$ cat src/rtl/bcd_mod_counter_pkg.sv
// ============================================================================
// Module   : bcd_mod_counter_pkg
// Purpose  : Shared BCD types, constant conversion and load validity check.
// Revision : 1.0 - initial release
// ============================================================================
`default_nettype none

package bcd_mod_counter_pkg;

    typedef logic [3:0] bcd_digit_t;

    typedef enum logic {
        RUN  = 1'b0,
        HALT = 1'b1
    } ctrl_state_t;

    // Binary 0..99 to packed two-digit BCD, usable in constant expressions.
    function automatic logic [7:0] bin_to_bcd(input int unsigned v);
        bcd_digit_t tens;
        bcd_digit_t units;
        tens  = 4'((v / 10) % 10);
        units = 4'(v % 10);
        return {tens, units};
    endfunction

    function automatic logic bcd_valid(input logic [7:0] v, input int unsigned modulus);
        int unsigned value;
        if ((v[7:4] > 4'd9) || (v[3:0] > 4'd9)) begin
            return 1'b0;
        end
        value = 32'(v[7:4]) * 32'd10 + 32'(v[3:0]);
        return (value < modulus);
    endfunction

endpackage

`default_nettype wire

$ cat src/rtl/bcd_digit_step.sv
// ============================================================================
// Module   : bcd_digit_step
// Purpose  : Combinational single BCD digit +/-1 with carry/borrow in and out.
// Revision : 1.0 - initial release
// ============================================================================
`default_nettype none

module bcd_digit_step (
    input  logic [3:0] d,
    input  logic       up,
    input  logic       cin,
    output logic [3:0] q,
    output logic       cout
);

    always_comb begin
        q    = d;
        cout = 1'b0;
        if (cin) begin
            if (up) begin
                if (d >= 4'd9) begin
                    q    = 4'd0;
                    cout = 1'b1;
                end else begin
                    q = d + 4'd1;
                end
            end else begin
                if (d == 4'd0) begin
                    q    = 4'd9;
                    cout = 1'b1;
                end else begin
                    q = d - 4'd1;
                end
            end
        end
    end

endmodule

`default_nettype wire

$ cat src/rtl/bcd_mod_counter.sv
// ============================================================================
// Module   : bcd_mod_counter
// Purpose  : Two-digit BCD up/down modulo counter with load, wrap/one-shot.
// Revision : 1.0 - initial release
// ============================================================================
`default_nettype none

module bcd_mod_counter
    import bcd_mod_counter_pkg::*;
#(
    parameter int unsigned MOD     = 60,
    parameter int unsigned WRAP    = 1,
    parameter int unsigned RST_VAL = 0
) (
    input  logic       clk,
    input  logic       rst,
    input  logic       ce,
    input  logic       up,
    input  logic       L,
    input  logic [7:0] DI,
    output logic [7:0] Q,
    output logic       CO,
    output logic       done,
    output logic       err
);

    localparam logic [7:0] C_MAX_BCD = bin_to_bcd(MOD - 1);
    localparam logic [7:0] C_RST_BCD = bin_to_bcd(RST_VAL);

    generate
        if ((MOD < 2) || (MOD > 100) || (RST_VAL >= MOD)) begin : g_param_check
            $error("bcd_mod_counter: MOD must be 2..100 and RST_VAL < MOD");
        end
    endgenerate

    logic [7:0]  q_q, q_d;
    ctrl_state_t state_q, state_d;
    logic        err_q, err_d;

    logic [7:0]  terminal;
    logic        at_term;
    logic        load_ok;
    logic [3:0]  units_nxt, tens_nxt;
    logic        units_cout;
    logic        tens_cout_unused;

    bcd_digit_step u_units (
        .d    (q_q[3:0]),
        .up   (up),
        .cin  (1'b1),
        .q    (units_nxt),
        .cout (units_cout)
    );

    // A tens carry/borrow only arises at the terminal value, which is handled
    // separately below, so the tens carry-out is never needed.
    bcd_digit_step u_tens (
        .d    (q_q[7:4]),
        .up   (up),
        .cin  (units_cout),
        .q    (tens_nxt),
        .cout (tens_cout_unused)
    );

    always_comb begin
        terminal = up ? C_MAX_BCD : 8'h00;
        at_term  = (q_q == terminal);
        load_ok  = bcd_valid(DI, MOD);
        CO       = ce & (state_q == RUN) & ~L & at_term;

        q_d     = q_q;
        state_d = state_q;
        err_d   = 1'b0;

        if (L) begin
            if (load_ok) begin
                q_d     = DI;
                state_d = RUN;
            end else begin
                err_d = 1'b1;
            end
        end else if (ce && (state_q == RUN)) begin
            if (at_term) begin
                if (WRAP != 0) begin
                    q_d = up ? 8'h00 : C_MAX_BCD;
                end else begin
                    state_d = HALT;
                end
            end else begin
                q_d = {tens_nxt, units_nxt};
            end
        end
    end

    always_ff @(posedge clk or posedge rst) begin
        if (rst) begin
            q_q     <= C_RST_BCD;
            state_q <= RUN;
            err_q   <= 1'b0;
        end else begin
            q_q     <= q_d;
            state_q <= state_d;
            err_q   <= err_d;
        end
    end

    assign Q    = q_q;
    assign done = (state_q == HALT);
    assign err  = err_q;

endmodule

`default_nettype wire

$ cat config.mk
export PLATFORM = sky130hd
export DESIGN_NAME = bcd_mod_counter
export DESIGN_NICKNAME = d
export VERILOG_FILES = /design/src/rtl/bcd_mod_counter_pkg.sv /design/src/rtl/bcd_digit_step.sv /design/src/rtl/bcd_mod_counter.sv
export SDC_FILE = /design/constraint.sdc
export NUM_CORES = 1
export LEC_CHECK = 0
export CAP_MARGIN = 10
export CORE_ASPECT_RATIO = 0.8
export CORE_MARGIN = 2
export CORE_UTILIZATION = 51
export CTS_CLUSTER_SIZE = 24
export DETAILED_ROUTE_END_ITERATION = 8
export GPL_ROUTABILITY_DRIVEN = 1
export GPL_TIMING_DRIVEN = 0
export PLACE_DENSITY = 0.79
export SLEW_MARGIN = 20
export SYNTH_ARGS = -nofsm -noshare
export SYNTH_HDL_FRONTEND = slang
export SYNTH_SLANG_ARGS = --single-unit
$ cat constraint.sdc
create_clock -name clk -period 5.95 [get_ports clk]
set_clock_uncertainty 0.2 [all_clocks]
set_input_delay 1.785 -clock clk [delete_from_list [all_inputs] [get_ports clk]]
set_output_delay 1.785 -clock clk [all_outputs]
set_load 0.01 [all_outputs]
=== After elaboration in Yosys (flattened, before gate mapping) ===
Cells that the tools add are included.
W data, S select, Z words.

* Memory bits (writable): 0
* Bits in registers: 9
* Memories: 0
* Word-level logic and storage cells: 47
* Memory bits (read-only): 0
* Bits in latches: 0

* Divide/modulo/power cells: 0
* Reductions and logical operators: 7
* $add $sub $neg: 5
* $lt $le $gt $ge: 5
* Multiply operators: 1
* Eq/ne operators: 2
* Muxes and demuxes: 21
* Shift operators: 0
* Bitwise gates (word level): 3

{| class="wikitable"
|+ Operator list
! kind !! count
|-
| $mux W8 || 4
|-
| $mux W4 || 7
|-
| $mux W7 || 2
|-
| $add A8 B4 Y9 || 1
|-
| $lt A9 B6 Y1 const B || 1
|-
| $add A4 B1 Y4 const B || 2
|-
| $eq A8 B7 Y1 || 1
|-
| $ge A4 B4 Y1 const B || 2
|-
| $gt A4 B4 Y1 const B || 2
|-
| $logic_not A4 Y1 || 2
|-
| $mux W1 || 8
|-
| $sub A4 B1 Y4 const B || 2
|-
| $mul A4 B3 Y7 const B || 1
|-
| $reduce_and A3 Y1 || 1
|-
| $reduce_bool A3 Y1 || 1
|-
| $and A1 B1 Y1 || 2
|-
| $ne A2 B1 Y1 const B || 1
|-
| $reduce_and A2 Y1 || 1
|-
| $reduce_bool A2 Y1 || 1
|-
| $logic_or A1 B1 Y1 || 1
|-
| $not A1 Y1 || 1
|}

=== Depth between registers and ports, before layout ===
* Depth in word-level cells: 7
* Mapped depth: 10
* Gate-level depth less buffers: 10

=== By module ===
A second synthesis with hierarchy kept.

* Cell total of the unflattened synthesis: 164
* Area total of the unflattened synthesis: 1390.1 um2

{| class="wikitable"
|+ By module, submodules not included
! module !! cells each !! instances !! area an instance (um2) !! seq. area each (um2)
|-
| bcd_mod_counter || 88 || 1 || 809.5 || 225.2
|-
| bcd_digit_step || 38 || 2 || 290.3 || 0.0
|}

=== Worst setup path after synthesis ===
OpenSTA, ideal clock, no wires.

* Path type: input-to-output
* Start point: in up
* End point: out CO
* Buffers on the path: 0
* Stages: 4
* Data required time: 3965 ps
* Slack: 1038 ps
* Data arrival time: 2927 ps
* Cell sequence: or4_1 o22ai_2 nand2_2 nor3b_1

* Cells in the longest elaborated chain, start to end: 3

{| class="wikitable"
|+ RTL lines
! element !! RTL line !! RTL
|-
| start, declared || bcd_mod_counter.sv:18 || <nowiki>input logic up,</nowiki>
|-
| $mux W7 || bcd_mod_counter.sv:66 || <nowiki>terminal = up ? C_MAX_BCD : 8'h00;</nowiki>
|-
| $eq A8 B7 Y1 || bcd_mod_counter.sv:67 || <nowiki>at_term = (q_q == terminal);</nowiki>
|-
| $and A1 B1 Y1 || bcd_mod_counter.sv:69 || <nowiki>CO = ce & (state_q == RUN) & ~L & at_term;</nowiki>
|-
| end, declared || bcd_mod_counter.sv:22 || <nowiki>output logic CO,</nowiki>
|}

No other way between the ends.

=== Worst setup path in the final report ===
Ends and elaborated chain as after synthesis.

==> reports/metrics.cfg <==
[cts]
cts-resized-gates = 0
max-clock-path-buffers = 2
cts-root-buf = clkbuf_4
clock_latency_ns = 0.28
cts.htree.levels = 1
cts_tree = yes
cts_made_buffers = 3
clkTransAtPathRegs_ns = 0.07
post_cts_buffers = 0
postCtsHoldBufs = 0
clock_sinks = 9

[critical_path]
crit_start = up
path_max_fanout = 7
r2r_cells = 8
cp_slowest_stage_delay_ns = 0.57
startpoint_type = primary input
cp_common_cell = clkdlybuf4s50_1
r2r_setup_slack_ns = 3.31
end_kind = output pin
timing.rr.start = Q[0]
worst_path_max_delay_cell = clkdlybuf4s50_1
r2r_end = Q[7]
cp-endpoint = CO
cp.required_ns = 3.96
arrival_ns = 3.86
path_cells = clkdlybuf4s50_1, or4_1, o22ai_2, nand2_4, nor3b_1, clkdlybuf4s50_1
setup.worst_path.class = primary input to output pin

[place]
port-buffer-count = 22
dp.cells = 199
place_congestion = 0.8424
hpwl_um = 2584
dp_slack_ns = 0.08120

[floorplan]
die-area_um2 = 2740
coreArea_um2 = 2177
die_w_um = 58.03
fp.dieH_um = 47.23
initial_core_util = 0.5471
pin_count = 24
rows = 15

[timing]
period_share = 0.9824
setup_viol = 0
hold_viol = 0
rsz0062_at_grt = false
clock.fmax_mhz = 171.1
fin_setup_tns_ns = 0
fin_crit_ns = 5.845
fin_ws_ns = 0.1047
slew_violations = 0
tightest_slew_ns = 0.5307
relSlewSlack = 0.6406

[pwr]
cellLeakagePower_nw = 0.6312
power.internal_w = 0.0002797
pwr-share-comb = 0.652
switching_share = 0.4910
p_seq_frac = 0.255
power.density_nw_per_um2 = 372.9
vdd_drop_max_mv = 0.3171
p_switching_w = 0.0002699
pwr-share-clk = 0.092

[logic_synthesis]
synth_edf_count = 0
synthCells = 152
seq_area_frac_synth = 0.1891
syn_area_per_cell_um2 = 7.836
yosysWarnings = 0
yosysTopAreaCellShare = 0.1891
yosys_most_used_dff = dfrtp_1
synth.ff_latch_count = 9
syn_area_um2 = 1191
synthArstFlopShare = 1.000
syn-num-nets = 179
synth.area.top_cells = dfrtp_1, ha_1, mux2i_1, inv_1, o21ai_0
synth_top_area_cell = dfrtp_1
synth.distinct_cells = 48

[layout]
syn_to_final_growth_pct = 23.74
fin_cells = 203
diodes = 0
drive_above_1_share = 0.06742
num-nets-final = 206

[global_routing]
track_usage = 0.2679
grt_antenna_before_repair = 0
grt_pass1_wl_um = 5451
grt_start_max_net_pins = 11
grt_pass1_vias = 1230
overflow = 0

[route]
remaining_drc_errors = 0
via_count = 1282
wl_um = 3374
drt_iter0_markers = 87
dr.pass1.iters = 5
routedWlPerCell_um = 16.62
vias_per_cell = 6.315
ant_nets = 0

[run]
drv_cap = 0

[hold_path]
hp-class = register to register

[run_status]
status = completed

[placed cells by master (no fill, tap or decap), types with 2 or more instances in the layout]
cell type and count:
a311oi_1 3, a31oi_1 3, nand2_4 2, nand3_1 2, mux2_2 2, nor4_1 5
nor3_1 3, o21bai_1 2, inv_1 16, ha_1 12, dfrtp_1 9, clkdlybuf4s50_1 22
o21ai_0 11, a21oi_1 9, fa_1 2, nand2_1 12, clkbuf_4 3, nor3b_1 2
nor2_1 12, nand2b_1 4, clkbuf_1 7, mux2i_1 6, a2111oi_0 2, a211oi_1 2
[flip-flops by register name, indices dropped and copies added (netlist names)]
name,flops
err,1
Q,8
[critical path: cells and delay by family]
kind            cells  cell delay [ns]
simple gates        3             0.88
buf+inv             2             1.03
compound gates      1             0.16
[worst min path at each step]
stage               start  endpoint  slack (ns)  cells past startpoint
floorplan            Q[1]      Q[1]        0.46                      1
global placement     Q[6]      Q[6]        0.49                      2
detailed placement   Q[1]      Q[1]        0.50                      1
CTS                  Q[1]      Q[1]        0.51                      1
global route         Q[1]      Q[1]        0.55                      1
finish               Q[4]      Q[4]        0.52                      1
[area by class of cell]
cell class,count,area (µm²)
buffer,7,30.03
fill,184,703.2
sequential,9,225.2
multi-input combinational,120,880.8
timing repair buffer,22,220.2
tap,25,31.28
inverter,16,60.06
clock buffer,4,26.28
[metrics by stage]
step | util | total power, W | hold slack [ns] | instance area [µm²]
floorplan | - | 0.0003548 | 0.4581 | 1191
global route | 0.6770 | 0.0005928 | 0.5476 | 1474
CTS | 0.6747 | 0.0005381 | 0.5122 | 1469
global placement | 0.6626 | 0.0004683 | 0.4895 | 1443
detailed placement | 0.6626 | 0.0004876 | 0.4963 | 1443
finish | 0.6770 | 0.0005496 | 0.5236 | 1474
[synthesized netlist by cell type, types with 2 or more instances]
library cell / count
inv_1: 16
ha_1: 12
nand2_1: 12
nor2_1: 12
o21ai_0: 11
a21oi_1: 9
dfrtp_1: 9
clkbuf_1: 6
mux2i_1: 6
nor4_1: 5
nand2b_1: 4
a311oi_1: 3
a31oi_1: 3
nor3_1: 3
a2111oi_0: 2
a211oi_1: 2
fa_1: 2
mux2_2: 2
nand3_1: 2
nor3b_1: 2
o21bai_1: 2
[power groups by stage]
stage               combinational, W  clock (W)  sequential [W]
global route                0.000394  0.0000533        0.000145
finish                      0.000358  0.0000507        0.000140
detailed placement          0.000346          0        0.000141
floorplan                   0.000216          0        0.000138
global placement            0.000329          0        0.000139
CTS                         0.000348  0.0000497        0.000140
[logic make-up (layout without fill, tap and decap cells)]
family          count (synthesis)  count (layout)  share of synthesized area
other cells                     1               1                   0.003148
flops                           9               9                     0.1891
simple gates                   48              48                     0.2038
xor+xnor                        1               1                   0.007354
compound gates                 47              47                     0.2794
buf+inv                        23              49                    0.07563
mux                             9               9                    0.08193
fa+ha+maj                      14              14                     0.1597
[layer usage]
metal | vias up | share of wire | GRT usage
met4 | 0 | 0.018 | 0.06047
met2 | 66 | 0.48 | 0.4841
li1 | 606 | - | -
met3 | 8 | 0.084 | 0.06061
met1 | 602 | 0.42 | 0.3344
met5 | - | 0 | 0
Note: power is estimated with default switching activity, not from simulation.
